File: config.mk
export PLATFORM = sky130hd
export DESIGN_NAME = shift_unit
export DESIGN_NICKNAME = d
export VERILOG_FILES = /design/src/rtl/shift_pkg.sv /design/src/rtl/shift_step.sv /design/src/rtl/shift_unit.sv
export SDC_FILE = /design/constraint.sdc
export NUM_CORES = 1
export LEC_CHECK = 0
export ABC_CLOCK_PERIOD_IN_PS = 1800
export BUFFER_PORTS_ARGS = -buffer_cell sky130_fd_sc_hd__clkbuf_2
export CAP_MARGIN = 20
export CORE_MARGIN = 8
export CORE_UTILIZATION = 35
export DETAILED_ROUTE_END_ITERATION = 10
export PLACE_DENSITY = 0.63
export SYNTH_ARGS = -nofsm -noshare
export SYNTH_HDL_FRONTEND = slang
export SYNTH_SLANG_ARGS = --single-unit
File: constraint.sdc
create_clock -name clk -period 1.8 [get_ports clk]
set_input_delay 0.18 -clock clk [delete_from_list [all_inputs] [get_ports clk]]
set_output_delay 0.18 -clock clk [all_outputs]
set_load 0.02 [all_outputs]
File: src/rtl/shift_pkg.sv
// Shared definitions for the multi-mode sequential shifter: operation
// codes and FSM state encoding.
package shift_pkg;

  localparam logic [2:0] OP_SLL  = 3'b000;
  localparam logic [2:0] OP_SRL  = 3'b001;
  localparam logic [2:0] OP_SRA  = 3'b010;
  localparam logic [2:0] OP_ROL  = 3'b011;
  localparam logic [2:0] OP_ROR  = 3'b100;
  localparam logic [2:0] OP_LOAD = 3'b101;

  typedef enum logic [1:0] {
    ST_IDLE = 2'b00,
    ST_RUN  = 2'b01,
    ST_DONE = 2'b10
  } state_e;

endpackage

File: src/rtl/shift_step.sv
// Purely combinational single-position shift/rotate step. Produces the
// next operand value and the bit that leaves it.
module shift_step
  import shift_pkg::*;
#(
  parameter int WIDTH = 8
) (
  input  logic [2:0]       op,
  input  logic             ser_in,
  input  logic [WIDTH-1:0] cur,
  output logic [WIDTH-1:0] nxt,
  output logic             out_bit
);

  // One-position step selected by the operation code
  always_comb begin
    nxt     = cur;
    out_bit = cur[0];
    case (op)
      OP_SLL: begin
        nxt     = {cur[WIDTH-2:0], ser_in};
        out_bit = cur[WIDTH-1];
      end
      OP_SRL: begin
        nxt     = {ser_in, cur[WIDTH-1:1]};
        out_bit = cur[0];
      end
      OP_SRA: begin
        nxt     = {cur[WIDTH-1], cur[WIDTH-1:1]};
        out_bit = cur[0];
      end
      OP_ROL: begin
        nxt     = {cur[WIDTH-2:0], cur[WIDTH-1]};
        out_bit = cur[WIDTH-1];
      end
      OP_ROR: begin
        nxt     = {cur[0], cur[WIDTH-1:1]};
        out_bit = cur[0];
      end
      default: begin
        // LOAD and reserved codes never step; hold the value
        nxt     = cur;
        out_bit = cur[0];
      end
    endcase
  end

endmodule

File: src/rtl/shift_unit.sv
// Multi-mode sequential shifter: loads an operand on start, then shifts or
// rotates it one position per clock for a clamped amount, with a
// start/busy/done handshake. All outputs come straight from registers.
module shift_unit
  import shift_pkg::*;
#(
  parameter  int WIDTH = 8,
  localparam int AMT_W = $clog2(WIDTH) + 1
) (
  input  logic             clk,
  input  logic             rst_n,
  input  logic             start,
  input  logic [2:0]       op,
  input  logic [AMT_W-1:0] amt,
  input  logic [WIDTH-1:0] a,
  input  logic             ser_in,
  output logic [WIDTH-1:0] y,
  output logic             ser_out,
  output logic             busy,
  output logic             done
);

  state_e           state_q, state_d;
  logic [WIDTH-1:0] y_q, y_d;
  logic             ser_out_q, ser_out_d;
  logic             busy_q, busy_d;
  logic             done_q, done_d;
  logic [AMT_W-1:0] count_q, count_d;
  logic [2:0]       op_q, op_d;
  logic [AMT_W-1:0] n_s;
  logic [WIDTH-1:0] step_nxt_s;
  logic             step_out_s;

  shift_step #(.WIDTH(WIDTH)) u_step (
    .op      (op_q),
    .ser_in  (ser_in),
    .cur     (y_q),
    .nxt     (step_nxt_s),
    .out_bit (step_out_s)
  );

  // Effective amount: LOAD/reserved force zero, others clamp to WIDTH
  always_comb begin
    n_s = {AMT_W{1'b0}};
    if (op >= OP_LOAD) begin
      n_s = {AMT_W{1'b0}};
    end else if (amt > AMT_W'(WIDTH)) begin
      n_s = AMT_W'(WIDTH);
    end else begin
      n_s = amt;
    end
  end

  // Next-state and datapath update for the IDLE/RUN/DONE controller
  always_comb begin
    state_d   = state_q;
    y_d       = y_q;
    ser_out_d = ser_out_q;
    count_d   = count_q;
    op_d      = op_q;
    case (state_q)
      ST_IDLE, ST_DONE: begin
        if (start) begin
          y_d     = a;
          op_d    = op;
          count_d = n_s;
          if (n_s == {AMT_W{1'b0}}) begin
            state_d = ST_DONE;
          end else begin
            state_d = ST_RUN;
          end
        end else begin
          state_d = ST_IDLE;
        end
      end
      ST_RUN: begin
        y_d       = step_nxt_s;
        ser_out_d = step_out_s;
        count_d   = count_q - {{(AMT_W-1){1'b0}}, 1'b1};
        if (count_q == {{(AMT_W-1){1'b0}}, 1'b1}) begin
          state_d = ST_DONE;
        end else begin
          state_d = ST_RUN;
        end
      end
      default: begin
        state_d = ST_IDLE;
      end
    endcase
    busy_d = (state_d == ST_RUN);
    done_d = (state_d == ST_DONE);
  end

  // State and output registers with synchronous active-low reset
  always_ff @(posedge clk) begin
    if (!rst_n) begin
      state_q   <= ST_IDLE;
      y_q       <= {WIDTH{1'b0}};
      ser_out_q <= 1'b0;
      busy_q    <= 1'b0;
      done_q    <= 1'b0;
      count_q   <= {AMT_W{1'b0}};
      op_q      <= OP_LOAD;
    end else begin
      state_q   <= state_d;
      y_q       <= y_d;
      ser_out_q <= ser_out_d;
      busy_q    <= busy_d;
      done_q    <= done_d;
      count_q   <= count_d;
      op_q      <= op_d;
    end
  end

  assign y       = y_q;
  assign ser_out = ser_out_q;
  assign busy    = busy_q;
  assign done    = done_q;

endmodule

# After elaboration in Yosys (flattened, before gate mapping)
# Index checks and enable logic that the tools add are counted.
[totals]
memories = 0
rom_bits = 0
elab_cells = 46
regBits = 20
ram_bits = 0
latch_bits = 0
[op_classes]
bitwise = 0
mul = 0
n_lt_le_gt_ge = 2
n_mux = 12
n_eq_ne = 13
div = 0
n_shift = 0
addsub = 1
reduce_logical = 10
[op_table]
columns = ["operator", "n"]
rows = [
  ["$pmux W8 S5", 1],
  ["$pmux W8 S2", 1],
  ["$mux W4", 3],
  ["$mux W8", 1],
  ["$pmux W4 S2", 1],
  ["$eq A3 B2 Y1 const B", 2],
  ["$mux W2", 3],
  ["$ne A6 B1 Y1 const B", 1],
  ["$ne A5 B1 Y1 const B", 1],
  ["$eq A2 B1 Y1 const B", 2],
  ["$eq A2 B2 Y1 const B", 2],
  ["$eq A4 B1 Y1 const B", 1],
  ["$gt A4 B4 Y1 const B", 1],
  ["$logic_not A4 Y1", 1],
  ["$ne A2 B2 Y1 const B", 2],
  ["$pmux W2 S2", 1],
  ["$reduce_and A2 Y1", 2],
  ["$reduce_and A4 Y1", 1],
  ["$reduce_or A2 Y1", 2],
  ["$sub A4 B1 Y4 const B", 1],
  ["$eq A3 B1 Y1 const B", 1],
  ["$eq A3 B3 Y1 const B", 1],
  ["$ge A3 B3 Y1 const B", 1],
  ["$logic_not A3 Y1", 1],
  ["4 further kinds", 4],
]

# Longest topological paths before layout
# Gate-level depths: netlist of run 1.
[depth]
ltp_word = 8
depth_mapped = 5

# Modules after synthesis
# Synthesis of run 1 repeated with hierarchy kept, for this count alone.
[hier_totals]
cells_unflattened = 154
area_unflattened_um2 = 1251.2
[by_module_without_submodules]
columns = ["mod", "n_inst", "area_each_um2", "cells_per_inst"]
rows = [
  ["shift_unit", 1, 877.1, 108],
  ["shift_step", 1, 374.1, 46],
]

# Worst setup path before layout of run 1
# Ideal clock, no wire load.
[synth_timing]
kind = "register -> register"
startpoint = "register op_q[1]"
endpoint = "register y_q[1], in the netlist y[1]"
setup_slack_ps = 565
t_required_ps = 1674
n_path_buf = 1
arrival_time_ps = 1109
synth_period_minus_slack_ps = 1235
path_stages_with_launch = 6
path_cell_list = "dfxtp_1 -> buf_6 -> xor2_2 -> o21ai_4 -> mux2i_1 -> o211ai_1"
[synth_between]
elab_chain_len = 3
elab_cells_between_ends = 9
[synth_rtl]
columns = ["item", "line_no", "rtl"]
rows = [
  ["start: declaration", "shift_unit.sv:29", "logic [2:0] op_q, op_d;"],
  ["start signal: assignment", "shift_unit.sv:111", "op_q <= op_d;"],
  ["$eq A3 B3 Y1, or another cell as far along", "shift_step.sv:19", "case (op)"],
  ["$pmux W8 S5 / $ne A6 B1 Y1 (equally long branches)", "-", ""],
  ["$pmux W8 S2 / $reduce_and A3 Y1 (equally long branches)", "-", ""],
  ["end signal: assignment", "shift_unit.sv:98", "y_q <= {WIDTH{1'b0}};"],
  ["end signal: assignment", "shift_unit.sv:106", "y_q <= y_d;"],
  ["end: declaration", "shift_unit.sv:24", "logic [WIDTH-1:0] y_q, y_d;"],
]
# Parallel ways exist; a longest one is shown, timed or not.
# A chain may end at the register's enable or synchronous reset.

# Worst setup path after layout of run 1
[layout_timing]
startpoint = "register op_q[0]"
endpoint = "register y_q[2], in the netlist y[2]"
# Same word-level chain as after synthesis.

==> results by group, run 1 <==
Clocking
  • Clock Path Buffers: 2
  • Clock Pin Slew Worst Setup and Hold Paths: 120 ps
  • H-tree level count: 1
  • CTS tree: built
  • CTS buffer count: 3
  • Hold-fix buffers, CTS: 0
  • Clk root buf: clkbuf_4
  • Gates resized, CTS repair: 0
  • Clock Sinks: 20
  • Clk_lat worst skew: 300 ps
  • Setup Buffers After CTS: 0

Final layout
  • Layout Nets: 187
  • Final Non-Filler Cells: 211
  • # fillers: 368
  • P&R area growth vs syn: 18.4%
  • Design Area, Final: 1370 um^2
  • Core Util, Final: 42.2%
  • N_diodes: 0
  • Layout cells sized above 1: 28.5%

Critical path
  • Max stage delay on crit path: 640 ps
  • Crit start category: flip-flop
  • R2r startpoint: op_q[0]
  • Delay-heaviest family, CP: flip-flops
  • Reg2Reg Depth: 4
  • Crit path buf inv count: 0
  • Critical path type: flip-flop to flip-flop
  • Worst R2R End: y[2]
  • Worst EP arrival: 1760 ps
  • CP endpoint kind: flip-flop
  • Critical Path Source: op_q[0]
  • Worst path cell trace: xor2_2 -> o21ai_4 -> mux2i_1 -> o211ai_1
  • Crit path required time: 1990 ps
  • CP Max Fanout: 11
  • Slowest CP cell: dfxtp_1
  • R2R setup slack: 230 ps

Global routing
  • Initial antenna violation count: 0
  • Largest net degree at the start of global routing: 19
  • GRT overflow: 0
  • First-pass GRT wire length: 5.09 mm
  • Vias in the first global route: 1128
  • GRT Overall Usage: 11.7%

STA
  • Peak Freq: 0.639 GHz
  • Slew headroom: 65.6%
  • Clk_skew: 8.01 ps
  • Min cycle time layout: 1570 ps
  • Setup TNS: 0 ps
  • Final Slew Violations: 0
  • RSZ-0062 raised after global routing: false
  • Setup violators final: 0
  • Measured slew at the worst slew-check pin: 509 ps
  • Fin crit share: 86.9%
  • Final hold vios: 0

Floorplan
  • I/O pins: 30
  • Die width: 73.6 um
  • Die area: 5410 um^2
  • Die height: 73.6 um
  • Starting Density: 35.6%
  • Std-Cell Core Area: 3260 um^2
  • Rows: 21

Synth
  • Netlist cell types: 44
  • Yosys warns: 0
  • Mapped Nets: 157
  • Top_reg_cell synth: dfxtp_1
  • Post-synth ARST share: 0%
  • Post-Syn Area per Cell: 8.53 um^2
  • Syn Std Cell Area: 1160 um^2
  • Seq/Total Area, Yosys: 34.5%
  • Post-synthesis register bit count: 20
  • Post-synth EDFFs: 0
  • Post-synthesis cell count: 136

Worst hold path
  • Worst min-delay path startpoint: op[2]
  • Hold Crit Class: input port to flip-flop
  • Hold Path End: op_q[2]
  • Hold Path Depth: 3

Routing
  • DRT antenna net count: 0
  • Drt pass-1 iters: 4
  • Via count: 1119
  • Drt total wl: 2.89 mm
  • DRC Markers: 0
  • Routed vias/inst: 5.30
  • Routed len/inst: 13.7 um
  • Drt first-iter violations: 79

Placed design
  • # port buffers: 29
  • DP HPWL: 2.25 mm
  • Placed insts: 207
  • Placed cell area: 1340 um^2
  • GPL Wtd Cong: 0.789

Power
  • Pwr per Cell Area: 812 nW/um^2
  • Peak VDD IR: 432 uV
  • Leak: 0.582 nW

Flow run
  • Max cap viols: 0

Status
  • Outcome: finished, final reports clean
-- cells in the mapped netlist (all sizes together), types with 4 or more instances --
| cell type | n | area share, % |
|---|---|---|
| a21oi | 8 | 3.8 |
| buf | 7 | 4.7 |
| nand3 | 9 | 4.3 |
| nand2 | 16 | 5.4 |
| mux2i | 6 | 5.2 |
| o21ai | 7 | 5.0 |
| nand4 | 5 | 2.7 |
| dfxtp | 20 | 35 |
| o211ai | 5 | 3.2 |
| nor3 | 4 | 1.7 |
| inv | 5 | 1.6 |
| nor2 | 10 | 3.2 |
-- worst min-delay path, stage by stage --
cell and delay (ps):
clkbuf_2 80, nand2_1 40, nand3_1 60
-- logic make-up (layout without fill, tap and decap cells) --
group	Yosys count	in the layout	share of synthesized area, %
fa+ha+maj	2	2	2.16
simple gates	56	56	24.4
mux	6	6	5.18
buf+inv	14	43	7.01
compound gates	36	36	24.6
flops	20	20	34.5
xor+xnor	2	2	2.16
-- layout by cell type, fill, tap and decap left out, types with 5 or more instances in the layout --
cell type / netlist / routed
nor2_1: 10 / 10
inv_1: 5 / 5
nand4_1: 5 / 5
a21oi_1: 7 / 7
dfxtp_1: 20 / 20
nand3_1: 8 / 8
mux2i_1: 6 / 6
o211ai_1: 5 / 5
clkbuf_2: 0 / 29
nand2_1: 15 / 15
buf_4: 1 / 5
-- routing by layer --
layer	vias to the layer above	wire (um)	track usage [%]
met5	-	0	0
met4	0	56	4.43
met3	8	145	2.32
met2	30	1440	20.1
met1	519	1250	13.9
li1	562	-	-
-- state kept, by name (all words and copies together), names as in the netlist --
name / cells
busy: 1
count_q: 4
op_q: 3
state_q: 2
done: 1
y: 8
ser_out: 1
-- power breakdown --
group          leakage, nW  internal, W  switching, W  total, W
clock               0.0210     0.000123      0.000147  0.000270
combinational        0.396     0.000133      0.000179  0.000312
sequential           0.165     0.000483     0.0000509  0.000534
total                0.582     0.000739      0.000377   0.00112
-- metrics by stage --
step	power [W]	hold WS [ps]	setup WS [ps]
floorplan	0.000768	304	565
global placement	0.000847	409	321
detailed placement	0.000856	416	273
CTS	0.00113	83.3	227
global route	0.00119	94.9	87.6
finish	0.00112	89.1	235
-- how the worst max path moves through the flow --
stage               endpoint  slack (ps)  depth (start not counted)
floorplan               y[1]         560                          5
global placement        y[1]         320                          4
detailed placement      y[5]         270                          4
CTS                     y[2]         230                          4
global route            y[2]          90                          4
finish                  y[2]         230                          4
-- final cells by class --
type,instances,area [um^2],share of cell area (%)
Clock buffer,4,36.3,2.64
Inverter,5,18.8,1.37
Multi-Input combinational cell,102,678,49.4
Sequential cell,20,400,29.1
Tap cell,46,57.6,4.19
Timing Repair Buffer,34,183,13.3
Power figures use the tool's default switching activity.
==> run 2, diff against run 1 <==
--- a/config.mk
+++ b/config.mk
@@ -5,7 +5,7 @@
 export SDC_FILE = /design/constraint.sdc
 export NUM_CORES = 1
 export LEC_CHECK = 0
-export ABC_CLOCK_PERIOD_IN_PS = 1800
+export ABC_CLOCK_PERIOD_IN_PS = 1900
 export BUFFER_PORTS_ARGS = -buffer_cell sky130_fd_sc_hd__clkbuf_2
 export CAP_MARGIN = 20
 export CORE_MARGIN = 8
==> constraint.sdc (replaced) <==
create_clock -name clk -period 1.9 [get_ports clk]
set_input_delay 0.19 -clock clk [delete_from_list [all_inputs] [get_ports clk]]
set_output_delay 0.19 -clock clk [all_outputs]
set_load 0.02 [all_outputs]
==> run 2 against run 1 <==
Wire length increased by 1.3%. Sequential share of layout area increased by 0.49 points. Cell count decreased by 1.4%. Largest power group unchanged.
==> results by group, run 2 (synthesis gave the netlist of run 1 again) <==
Status
  • Outcome: finished, final reports clean

Power
  • Peak VDD IR: 437 uV (+1.2%)
  • Pwr per Cell Area: 773 nW/um^2 (-4.8%)
  • Total power: 0.00105 W (-6.4%)
  • Leak: 0.568 nW (-2.4%)

Routing
  • DRT antenna net count: 0 (unchanged)
  • Routed vias/inst: 5.38 (+1.4%)
  • Drt first-iter violations: 104 (+32%)
  • DRC Markers: 0 (unchanged)
  • Drt pass-1 iters: 4 (unchanged)
  • Drt total wl: 2.92 mm (+1.3%)
  • Routed len/inst: 14.1 um (+2.8%)
  • Via count: 1118 (-0.089%)

STA
  • RSZ-0062 raised after global routing: false
  • Setup TNS: 0 ps (unchanged)
  • Final Slew Violations: 0 (unchanged)
  • Peak Freq: 0.631 GHz (-1.2%)
  • Measured slew at the worst slew-check pin: 556 ps (+47.1 ps)
  • Setup violators final: 0 (unchanged)
  • Min cycle time layout: 1580 ps (+18.9 ps)
  • Fin crit share: 83.4% (-3.6 points)
  • Clk_skew: 5.25 ps (-2.77 ps)
  • Final hold vios: 0 (unchanged)
  • Slew headroom: 62.9% (-2.7 points)
  • Min setup slack post-route: 316 ps (+81.1 ps)

Final layout
  • Most common cell after layout, fill and taps aside: clkbuf_2
  • N_diodes: 0 (unchanged)
  • Layout Nets: 184 (-1.6%)
  • Max reg flops: 8 (unchanged)
  • P&R area growth vs syn: 16.5%
  • Commonest cells after routing, fill and taps aside: clkbuf_2 (29), dfxtp_1 (20), nand2_1 (15)
  • Layout cells sized above 1: 27.2% (-1.3 points)
  • Design Area, Final: 1350 um^2 (-1.6%)
  • # fillers: 349 (-5.2%)

Global routing
  • GRT Overall Usage: 11.1% (-0.60 points)
  • Initial antenna violation count: 0 (unchanged)
  • GRT overflow: 0 (unchanged)
  • First-pass GRT wire length: 4.80 mm (-5.7%)
  • Vias in the first global route: 1050 (-6.9%)
  • Largest net degree at the start of global routing: 19 (unchanged)

Critical path
  • Crit path required time: 2090 ps (+100 ps)
  • CP endpoint kind: flip-flop
  • CP Max Fanout: 11 (unchanged)
  • Worst EP arrival: 1770 ps (about the same)
  • Slowest CP cell: dfxtp_1
  • Crit start category: flip-flop
  • Max stage delay on crit path: 650 ps (about the same)
  • Worst path cell trace: xor2_2 -> o21ai_4 -> mux2i_1 -> o211ai_1
  • Critical path type: flip-flop to flip-flop

Clocking
  • Hold-fix buffers, CTS: 0 (unchanged)
  • Gates resized, CTS repair: 0 (unchanged)
  • Setup Buffers After CTS: 0 (unchanged)
  • Clk root buf: clkbuf_4
  • Clk_lat worst skew: 300 ps (about the same)
  • Clock Pin Slew Worst Setup and Hold Paths: 120 ps (about the same)
  • H-tree level count: 1 (unchanged)
  • CTS tree: built
  • Clock Path Buffers: 2 (unchanged)
  • CTS buffer count: 3 (unchanged)
  • Clock Sinks: 20 (unchanged)

Floorplan
  • I/O pins: 30 (unchanged)
  • Starting Density: 35.6% (unchanged)
  • Die width: 73.6 um (unchanged)
  • Die area: 5410 um^2 (unchanged)
  • Std-Cell Core Area: 3260 um^2 (unchanged)
  • Die height: 73.6 um (unchanged)
  • Rows: 21 (unchanged)

Placed design
  • DP HPWL: 2.21 mm (-1.7%)
  • Post-place setup slack: 375 ps (+102 ps)
  • Placed cell area: 1320 um^2 (-1.7%)
  • # port buffers: 29 (unchanged)
  • GPL Wtd Cong: 0.751 (-4.7%)

Flow run
  • Max cap viols: 0 (unchanged)

Worst hold path
  • Hold Crit Class: input port to flip-flop
run 2: cell type report:
class                      count  area, um^2  area share, %
inverter                       5        18.8           1.39
tap                           46        57.6           4.26
multi-input combinational    102         678           50.2
sequential                    20         400           29.6
timing repair buffer          31         160           11.9
clock buffer                   4        36.3           2.69
run 2: stage by stage:
stage / util (%) / hold WS, ps / std cells
global route: 41.5 / 105 / 208
floorplan: - / 314 / 136
detailed placement: 40.4 / 430 / 204
global placement: 40.4 / 422 / 204
finish: 41.5 / 104 / 208
CTS: 41.5 / 99.8 / 208
run 2: path summary, 6_finish.rpt:
| check | from | to | slack [ps] | cells past startpoint |
|---|---|---|---|---|
| max | op_q[0] | y[3] | 320 | 4 |
| min | op[1] | op_q[1] | 100 | 3 |
| min reg2reg | count_q[3] | count_q[3] | 510 | 2 |
| max reg2reg | op_q[0] | y[3] | 320 | 4 |
run 2: critical path: cells and delay by family, from the launching register on:
| kind | cells | cell delay [ps] |
|---|---|---|
| flops | 1 | 650 |
| compound gates | 2 | 410 |
| xor+xnor | 1 | 180 |
| mux | 1 | 230 |
run 2: where the power goes:
| part | switching (W) | leakage, nW | internal, W |
|---|---|---|---|
| sequential | 0.0000529 | 0.165 | 0.000457 |
| clock | 0.000134 | 0.0210 | 0.000117 |
| combinational | 0.000165 | 0.382 | 0.000119 |
| total | 0.000352 | 0.568 | 0.000693 |
run 2: per-layer routing:
layer	track usage, %	vias up	wire length [um]
met5	0	-	0
met4	3.33	0	45
met3	3.96	4	189
met2	19.2	25	1510
met1	12.3	534	1180
li1	-	555	-
